===== src/rtl/chess_pkg.sv =====
// ============================================================================
// Module      : chess_pkg
// Description : Shared constants, direction encoding and direction-step helper
//               for the chess-value pattern recognition pipeline.
// Revision    : 1.0 - initial release
// ============================================================================
`default_nettype none

package chess_pkg;

    localparam int BOARD_SIZE_DEF = 15;
    localparam int WIN_LEN        = 9;
    localparam int WIN_CENTER     = 4;

    typedef enum logic [1:0] {
        DIR_H = 2'd0,
        DIR_V = 2'd1,
        DIR_D = 2'd2,
        DIR_A = 2'd3
    } dir_e;

    localparam logic [1:0] CELL_EMPTY = 2'b00;
    localparam logic [1:0] CELL_MY    = 2'b01;
    localparam logic [1:0] CELL_OP    = 2'b10;

    typedef struct packed {
        logic signed [1:0] dx;
        logic signed [1:0] dy;
    } delta_t;

    function automatic delta_t dir_delta(input dir_e d);
        delta_t r;
        r.dx = 2'sd1;
        r.dy = 2'sd0;
        case (d)
            DIR_H: begin r.dx = 2'sd1; r.dy = 2'sd0;  end
            DIR_V: begin r.dx = 2'sd0; r.dy = 2'sd1;  end
            DIR_D: begin r.dx = 2'sd1; r.dy = 2'sd1;  end
            DIR_A: begin r.dx = 2'sd1; r.dy = -2'sd1; end
            default: begin r.dx = 2'sd1; r.dy = 2'sd0; end
        endcase
        return r;
    endfunction

endpackage

`default_nettype wire


===== src/rtl/line_window_fetch_if.sv =====
// ============================================================================
// Module      : line_window_fetch_if
// Description : Request, board-RAM read and window hand-off signals of the
//               line window fetcher. Optional macro: LWF_CENTER_CHECK_EN.
// Revision    : 1.0 - initial release
// ============================================================================
`default_nettype none

interface line_window_fetch_if
    import chess_pkg::*;
#(
    parameter int COORD_W = 4
) ();

    logic               start;
    logic [COORD_W-1:0] pos_x;
    logic [COORD_W-1:0] pos_y;
    logic               busy;
    logic               rd_en;
    logic [COORD_W-1:0] rd_x;
    logic [COORD_W-1:0] rd_y;
    logic [1:0]         rd_data;
    logic               win_valid;
    logic               win_ready;
    logic [1:0]         win_dir;
    logic [WIN_LEN-1:0] win_my;
    logic [WIN_LEN-1:0] win_op;
    logic               done;
`ifdef LWF_CENTER_CHECK_EN
    logic               occ_err;
`endif

    modport master (
        input  start, pos_x, pos_y, rd_data, win_ready,
        output busy, rd_en, rd_x, rd_y, win_valid, win_dir, win_my, win_op, done
`ifdef LWF_CENTER_CHECK_EN
        , output occ_err
`endif
    );

    modport slave (
        output start, pos_x, pos_y, rd_data, win_ready,
        input  busy, rd_en, rd_x, rd_y, win_valid, win_dir, win_my, win_op, done
`ifdef LWF_CENTER_CHECK_EN
        , input occ_err
`endif
    );

endinterface

`default_nettype wire


===== src/rtl/lwf_addr_gen.sv =====
// ============================================================================
// Module      : lwf_addr_gen
// Description : Cell coordinate for window index k along a direction, plus
//               on-board check. Purely combinational.
// Revision    : 1.0 - initial release
// ============================================================================
`default_nettype none

module lwf_addr_gen
    import chess_pkg::*;
#(
    parameter int BOARD_SIZE = BOARD_SIZE_DEF,
    parameter int COORD_W    = 4
) (
    input  logic [COORD_W-1:0] pos_x_i,
    input  logic [COORD_W-1:0] pos_y_i,
    input  dir_e               dir_i,
    input  logic [3:0]         k_i,
    output logic [COORD_W-1:0] x_o,
    output logic [COORD_W-1:0] y_o,
    output logic               inb_o
);

    localparam int CW = COORD_W + 2;
    localparam logic signed [CW-1:0] BOARD_LIM = CW'(BOARD_SIZE);

    delta_t                 w_delta;
    logic signed [CW-1:0]   w_off;
    logic signed [CW-1:0]   w_px;
    logic signed [CW-1:0]   w_py;
    logic signed [CW-1:0]   w_cx;
    logic signed [CW-1:0]   w_cy;

    always_comb begin
        w_delta = dir_delta(dir_i);
        w_off   = $signed(CW'(k_i)) - $signed(CW'(WIN_CENTER));
        w_px    = $signed(CW'(pos_x_i));
        w_py    = $signed(CW'(pos_y_i));

        case (w_delta.dx)
            2'b01:   w_cx = w_px + w_off;
            2'b11:   w_cx = w_px - w_off;
            default: w_cx = w_px;
        endcase

        case (w_delta.dy)
            2'b01:   w_cy = w_py + w_off;
            2'b11:   w_cy = w_py - w_off;
            default: w_cy = w_py;
        endcase

        // Negative results show up as a set sign bit at this width.
        inb_o = !w_cx[CW-1] && (w_cx < BOARD_LIM) &&
                !w_cy[CW-1] && (w_cy < BOARD_LIM);
        x_o   = w_cx[COORD_W-1:0];
        y_o   = w_cy[COORD_W-1:0];
    end

endmodule

`default_nettype wire


===== src/rtl/line_window_fetch.sv =====
// ============================================================================
// Module      : line_window_fetch
// Description : Reads the 9-cell line windows around a candidate position in
//               four directions and hands them out over valid/ready.
//               Optional macro: LWF_CENTER_CHECK_EN (occupied-centre abort).
// Revision    : 1.0 - initial release
// ============================================================================
`default_nettype none

module line_window_fetch
    import chess_pkg::*;
#(
    parameter int BOARD_SIZE = BOARD_SIZE_DEF,
    parameter int COORD_W    = 4
) (
    input  logic                clk,
    input  logic                rst,
    line_window_fetch_if.master bus
);

    typedef enum logic [1:0] {
        ST_IDLE  = 2'd0,
        ST_READ  = 2'd1,
        ST_DRAIN = 2'd2,
        ST_OUT   = 2'd3
    } state_e;

    localparam logic [3:0] K_LAST   = 4'(WIN_LEN - 1);
    localparam logic [3:0] K_CENTER = 4'(WIN_CENTER);

    state_e             state_q, state_d;
    logic [COORD_W-1:0] pos_x_q, pos_x_d;
    logic [COORD_W-1:0] pos_y_q, pos_y_d;
    dir_e               dir_q, dir_d;
    logic [3:0]         k_q, k_d;
    logic [WIN_LEN-1:0] my_q, my_d;
    logic [WIN_LEN-1:0] op_q, op_d;
    logic               pend_q, pend_d;
    logic               pend_blk_q, pend_blk_d;
    logic [3:0]         pend_idx_q, pend_idx_d;
    logic               done_q, done_d;

    logic [COORD_W-1:0] w_x;
    logic [COORD_W-1:0] w_y;
    logic               w_inb;

`ifdef LWF_CENTER_CHECK_EN
    logic               occ_q, occ_d;
    logic               w_occ_err;
`endif

    lwf_addr_gen #(
        .BOARD_SIZE (BOARD_SIZE),
        .COORD_W    (COORD_W)
    ) u_addr_gen (
        .pos_x_i (pos_x_q),
        .pos_y_i (pos_y_q),
        .dir_i   (dir_q),
        .k_i     (k_q),
        .x_o     (w_x),
        .y_o     (w_y),
        .inb_o   (w_inb)
    );

    always_ff @(posedge clk) begin
        if (rst) begin
            state_q    <= ST_IDLE;
            pos_x_q    <= '0;
            pos_y_q    <= '0;
            dir_q      <= DIR_H;
            k_q        <= '0;
            my_q       <= '0;
            op_q       <= '0;
            pend_q     <= 1'b0;
            pend_blk_q <= 1'b0;
            pend_idx_q <= '0;
            done_q     <= 1'b0;
`ifdef LWF_CENTER_CHECK_EN
            occ_q      <= 1'b0;
`endif
        end else begin
            state_q    <= state_d;
            pos_x_q    <= pos_x_d;
            pos_y_q    <= pos_y_d;
            dir_q      <= dir_d;
            k_q        <= k_d;
            my_q       <= my_d;
            op_q       <= op_d;
            pend_q     <= pend_d;
            pend_blk_q <= pend_blk_d;
            pend_idx_q <= pend_idx_d;
            done_q     <= done_d;
`ifdef LWF_CENTER_CHECK_EN
            occ_q      <= occ_d;
`endif
        end
    end

    always_comb begin
        state_d    = state_q;
        pos_x_d    = pos_x_q;
        pos_y_d    = pos_y_q;
        dir_d      = dir_q;
        k_d        = k_q;
        my_d       = my_q;
        op_d       = op_q;
        pend_d     = 1'b0;
        pend_blk_d = pend_blk_q;
        pend_idx_d = pend_idx_q;
        done_d     = 1'b0;
`ifdef LWF_CENTER_CHECK_EN
        occ_d      = occ_q;
`endif

        // Capture the cell issued in the previous cycle (RAM has one cycle latency).
        if (pend_q) begin
            if (pend_idx_q == K_CENTER) begin
                my_d[pend_idx_q] = 1'b1;
                op_d[pend_idx_q] = 1'b0;
`ifdef LWF_CENTER_CHECK_EN
                occ_d = (dir_q == DIR_H) && !pend_blk_q && (bus.rd_data != CELL_EMPTY);
`endif
            end else if (pend_blk_q) begin
                my_d[pend_idx_q] = 1'b0;
                op_d[pend_idx_q] = 1'b1;
            end else begin
                my_d[pend_idx_q] = (bus.rd_data == CELL_MY);
                op_d[pend_idx_q] = bus.rd_data[1];
            end
        end

        case (state_q)
            ST_IDLE: begin
                if (bus.start) begin
                    pos_x_d = bus.pos_x;
                    pos_y_d = bus.pos_y;
                    dir_d   = DIR_H;
                    k_d     = '0;
                    state_d = ST_READ;
`ifdef LWF_CENTER_CHECK_EN
                    occ_d   = 1'b0;
`endif
                end
            end
            ST_READ: begin
                pend_d     = 1'b1;
                pend_blk_d = !w_inb;
                pend_idx_d = k_q;
                if (k_q == K_LAST) begin
                    k_d     = '0;
                    state_d = ST_DRAIN;
                end else begin
                    k_d = 4'(k_q + 4'd1);
                end
            end
            ST_DRAIN: begin
                state_d = ST_OUT;
`ifdef LWF_CENTER_CHECK_EN
                if (occ_q && (dir_q == DIR_H)) begin
                    state_d = ST_IDLE;
                end
`endif
            end
            ST_OUT: begin
                if (bus.win_ready) begin
                    if (dir_q == DIR_A) begin
                        state_d = ST_IDLE;
                        done_d  = 1'b1;
                    end else begin
                        dir_d   = dir_e'(2'(dir_q + 2'd1));
                        k_d     = '0;
                        state_d = ST_READ;
                    end
                end
            end
            default: state_d = ST_IDLE;
        endcase
    end

`ifdef LWF_CENTER_CHECK_EN
    assign w_occ_err   = (state_q == ST_DRAIN) && occ_q && (dir_q == DIR_H);
    assign bus.occ_err = w_occ_err;
    assign bus.done    = done_q | w_occ_err;
`else
    assign bus.done    = done_q;
`endif

    assign bus.busy      = (state_q != ST_IDLE);
    assign bus.rd_en     = (state_q == ST_READ) && w_inb;
    assign bus.rd_x      = bus.rd_en ? w_x : '0;
    assign bus.rd_y      = bus.rd_en ? w_y : '0;
    assign bus.win_valid = (state_q == ST_OUT);
    assign bus.win_dir   = dir_q;
    assign bus.win_my    = my_q;
    assign bus.win_op    = op_q;

endmodule

`default_nettype wire

===== src/flat_wrapper.sv =====
// flat-port wrapper written by rule: the top's interface ports become plain ports
module line_window_fetch_flat import chess_pkg::*;
#(
    parameter int BOARD_SIZE = BOARD_SIZE_DEF,
    parameter int COORD_W    = 4
)
  (clk, rst, bus_start, bus_pos_x, bus_pos_y, bus_rd_data, bus_win_ready, bus_busy, bus_rd_en, bus_rd_x, bus_rd_y, bus_win_valid, bus_win_dir, bus_win_my, bus_win_op, bus_done);
  line_window_fetch_if #(.COORD_W(COORD_W)) bus_i ();
  input  logic clk;
  input  logic rst;
  input wire logic [$bits(bus_i.start)-1:0] bus_start;
  input wire logic [$bits(bus_i.pos_x)-1:0] bus_pos_x;
  input wire logic [$bits(bus_i.pos_y)-1:0] bus_pos_y;
  input wire logic [$bits(bus_i.rd_data)-1:0] bus_rd_data;
  input wire logic [$bits(bus_i.win_ready)-1:0] bus_win_ready;
  output wire logic [$bits(bus_i.busy)-1:0] bus_busy;
  output wire logic [$bits(bus_i.rd_en)-1:0] bus_rd_en;
  output wire logic [$bits(bus_i.rd_x)-1:0] bus_rd_x;
  output wire logic [$bits(bus_i.rd_y)-1:0] bus_rd_y;
  output wire logic [$bits(bus_i.win_valid)-1:0] bus_win_valid;
  output wire logic [$bits(bus_i.win_dir)-1:0] bus_win_dir;
  output wire logic [$bits(bus_i.win_my)-1:0] bus_win_my;
  output wire logic [$bits(bus_i.win_op)-1:0] bus_win_op;
  output wire logic [$bits(bus_i.done)-1:0] bus_done;
  assign bus_i.start = bus_start;
  assign bus_i.pos_x = bus_pos_x;
  assign bus_i.pos_y = bus_pos_y;
  assign bus_i.rd_data = bus_rd_data;
  assign bus_i.win_ready = bus_win_ready;
  assign bus_busy = bus_i.busy;
  assign bus_rd_en = bus_i.rd_en;
  assign bus_rd_x = bus_i.rd_x;
  assign bus_rd_y = bus_i.rd_y;
  assign bus_win_valid = bus_i.win_valid;
  assign bus_win_dir = bus_i.win_dir;
  assign bus_win_my = bus_i.win_my;
  assign bus_win_op = bus_i.win_op;
  assign bus_done = bus_i.done;
  line_window_fetch #(.BOARD_SIZE(BOARD_SIZE), .COORD_W(COORD_W)) u_core (.clk(clk), .rst(rst), .bus(bus_i));
endmodule

===== config.mk =====
export PLATFORM = sky130hd
export DESIGN_NAME = line_window_fetch_flat
export DESIGN_NICKNAME = d
export VERILOG_FILES = /design/src/rtl/chess_pkg.sv /design/src/rtl/line_window_fetch_if.sv /design/src/rtl/lwf_addr_gen.sv /design/src/rtl/line_window_fetch.sv /design/src/flat_wrapper.sv
export SDC_FILE = /design/constraint.sdc
export NUM_CORES = 1
export LEC_CHECK = 0
export BUFFER_PORTS_ARGS = -buffer_cell sky130_fd_sc_hd__buf_4
export CAP_MARGIN = 20
export CORE_MARGIN = 10
export CORE_UTILIZATION = 34
export CTS_BUF_LIST = sky130_fd_sc_hd__clkbuf_4 sky130_fd_sc_hd__clkbuf_8
export CTS_CLUSTER_SIZE = 10
export DETAILED_ROUTE_END_ITERATION = 10
export SYNTH_ARGS = -nofsm -noshare
export SYNTH_HDL_FRONTEND = slang
export SYNTH_SLANG_ARGS = --single-unit

===== constraint.sdc =====
create_clock -name clk -period 6.2 [get_ports clk]
set_input_delay 0.93 -clock clk [delete_from_list [all_inputs] [get_ports clk]]
set_output_delay 0.93 -clock clk [all_outputs]
set_load 0.1 [all_outputs]

==> key figures <==
Global routing
  • Total Routing Usage GR: 0.114
  • First-pass GRT wire length: 10,800 um
  • Total congestion overflow: 0
  • Met2 Use GR: 0.178
  • M1 GR Usage: 0.147
  • Vias in the first global route: 2,165
  • Layer carrying the most global-route usage: met2
  • Global-route track usage on met3: 0.0368
  • Largest net degree at the start of global routing: 39
  • Initial antenna violation count: 0

Die
  • FP Rows: 31
  • Initial core utilization: 0.348
  • I/O pin cnt: 46
  • Die W: 106 um
  • Die height: 106 um
  • Die ar.: 0.0113 mm2
  • Core Area: 0.00725 mm2

Synth
  • Post-synth EDFFs: 0
  • Post-synth cell types: 42
  • Compound-Gate Fraction of Synth Area: 0.131
  • Synth Area in XOR/XNOR: 0.0450
  • Post-synth top flop: dfxtp_1
  • Simple-gate area share of the yosys netlist: 0.263
  • Post-Synth Adder-Cell Area: 0.115
  • Asr flop ratio synth: 0
  • Avg Cell Area, Syn: 8.29 um2
  • Mapped Area: 0.00253 mm2
  • Flops & latches, synth: 41
  • Syn Nets: 341
  • Synth Instances: 305
  • YS warnings: 0
  • Main combinational cell family by area after synthesis: simple AND/OR/NAND/NOR gates
  • Post-synthesis mux area share: 0.0713
  • Register area share after synthesis: 0.325

Clocking
  • Hold_buf cts: 0
  • CTS Buffer Depth: 2
  • H-tree levels: 2
  • CTS buffer count: 5
  • Clock-pin slew on the worst setup and hold paths: 0.08 ns
  • CTS Root Cell: clkbuf_8
  • Post-CTS Setup Bufs: 0
  • Clk sinks: 41
  • CTS tree: done
  • Clock latency on the worst-skew pair: 0.29 ns
  • PostCTS Resize Cnt: 0

Layout
  • Share of cells above drive strength 1: 0.188
  • Filler instances: 773
  • P&R area growth vs syn: 21.3%
  • Final core occ: 0.423
  • Layout Cells excl Fill: 444
  • # diodes: 0
  • Layout Nets: 380

Pwr
  • Pwr per Cell Area: 388 mW/mm2
  • Leakage power: 1.24 nW
  • Maximum vdd drop: 0.160 mV

Critical path
  • Critical Path, Cell by Cell: inv_1 -> ha_1 -> inv_1 -> o21ai_0 -> inv_1 -> ha_1 -> nor2b_1 -> o21ai_0 -> o311a_1 -> nor3_1 -> or4_1 -> nor3_2 -> buf_4
  • WS Path Type: flip-flop to output port
  • Worst Path Max Fanout: 10
  • Worst R2R Setup Slack: 2.80 ns
  • Slowest cell on crit path: or4_1
  • Crit. End Element: output port
  • CP Launch Type: flip-flop
  • Required time worst endpoint: 5.27 ns
  • CP dominant cell by count: inv_1
  • Slowest stage delay, CP: 0.74 ns
  • Worst EP arrival: 3.88 ns

Timing
  • Final setup fails: 0
  • TNS Setup: 0 ns
  • Clock Skews: 0.00403 ns
  • Fin crit period: 4.81 ns
  • Final hold violation count: 0
  • Hold slack: 0.477 ns
  • Slew Limit Fails: 0
  • Max Freq: 0.208 GHz
  • Worst Max-Slew Pin Slew: 1.03 ns
  • Slew headroom: 0.311
  • RSZ-0062 raised after global routing: false
  • Fin crit share: 0.775

Routing
  • DRC violations left: 0
  • Vias per cell: 4.91
  • Average wire per standard cell: 13.8 um
  • Detailed Route WL: 6140 um
  • Number of nets with antenna violations after routing: 0
  • Initial DRT Pass Iterations: 4
  • DR iter-0 viols: 88
  • Via count: 2,179

Flow run
  • MaxCap Viol Count: 0

Placed design
  • I/O Buffers: 45
  • HPWL after detailed placement: 4730 um
  • Placed Cells: 436
  • Gp weighted congestion: 0.819

Run status
  • Status: completed

Hold path
  • Type of the most critical hold path: flip-flop to flip-flop
synth_stat cells, drive strengths merged, types with 5 or more instances:
| library cell | number | area, um2 |
|---|---|---|
| clkbuf | 12 | 45.0 |
| nand2 | 22 | 82.6 |
| a21oi | 22 | 110 |
| ha | 20 | 250 |
| dfxtp | 41 | 821 |
| inv | 19 | 71.3 |
| xnor2 | 10 | 87.6 |
| nor2 | 42 | 158 |
| nand3 | 9 | 45.0 |
| mux2i | 18 | 180 |
| nand3b | 5 | 37.5 |
| nor2b | 8 | 50.1 |
| nor3b | 7 | 57.6 |
| o21ai | 11 | 55.1 |
| nor3 | 19 | 130 |
cell families after synthesis:
logic type	after synthesis
compound gates	53
xor+xnor	13
fa+ha+maj	22
buf+inv	32
flops	41
mux	18
simple gates	126
stage by stage:
stage                     setup WS (ns)  area (um2)  power [mW]
after detailed placement           1.67        2930       0.945
after CTS                          1.32        3070        1.20
after floorplan                   0.551        2530       0.821
after global placement             1.74        2930       0.938
after global routing               1.02        3070        1.29
final                              1.39        3070        1.19
registers in the layout, summed over array words and instances (netlist names):
name and flops:
u_core.k_q 4, u_core.bus.win_dir 2, u_core.bus.done 1, u_core.pend_blk_q 1, u_core.bus.win_my 9, u_core.pos_y_q 4, u_core.bus.win_op 9, u_core.state_q 2
u_core.pend_idx_q 4, u_core.pend_q 1, u_core.pos_x_q 4
power breakdown:
group / leakage (nW) / internal [mW] / total (mW) / switching, mW
combinational: 0.841 / 0.207 / 0.611 / 0.404
clock: 0.0681 / 0.160 / 0.254 / 0.0937
sequential: 0.333 / 0.293 / 0.326 / 0.0332
layer usage:
layer	vias to the layer above	wire length (um)
met4	0	72
met3	7	330
met5	-	0
li1	1134	-
met2	36	2770
met1	1002	2960
critical path, delay by kind of cell (launching register included):
kind	cells	cell delay (ns)
AND/OR/NAND/NOR	4	1.19
AO/OA/AOI/OAI	3	0.69
flip-flops	1	0.51
adder cells (fa/ha/maj)	2	0.64
buffers and inverters	4	0.54
cells in the final DEF, fill, tap and decap left out, drive strengths merged, types with 3 or more instances in the layout:
cell type	n
nor3b	7
nand2b	3
dfxtp	41
nor2	42
xnor2	10
inv	19
clkbuf	5
nand3	9
o21ai	11
o21a	3
ha	20
nor2b	8
nand2	22
buf	45
nand3b	5
o31ai	3
mux2i	18
xor2	3
nor3	19
a21oi	22
cell type report:
type                    count  area, um2  share of cell area
clock inverters             3       65.1              0.0212
well taps                  99        124              0.0404
multi-input cells         232       1580               0.515
inverters                  19       71.3              0.0233
clock buffers               5       68.8              0.0224
flip-flops and latches     41        821               0.268
repair buffers             45        338               0.110
path summary, 6_finish.rpt:
check	start	endpoint	depth (start not counted)
max	u_core.k_q[0]	bus_rd_x[0]	13
min	u_core.bus.win_op[4]	u_core.bus.win_op[4]	1
max reg2reg	u_core.k_q[0]	u_core.pend_blk_q	12
min reg2reg	u_core.bus.win_op[4]	u_core.bus.win_op[4]	1
Note: power is estimated with default switching activity, not from simulation.
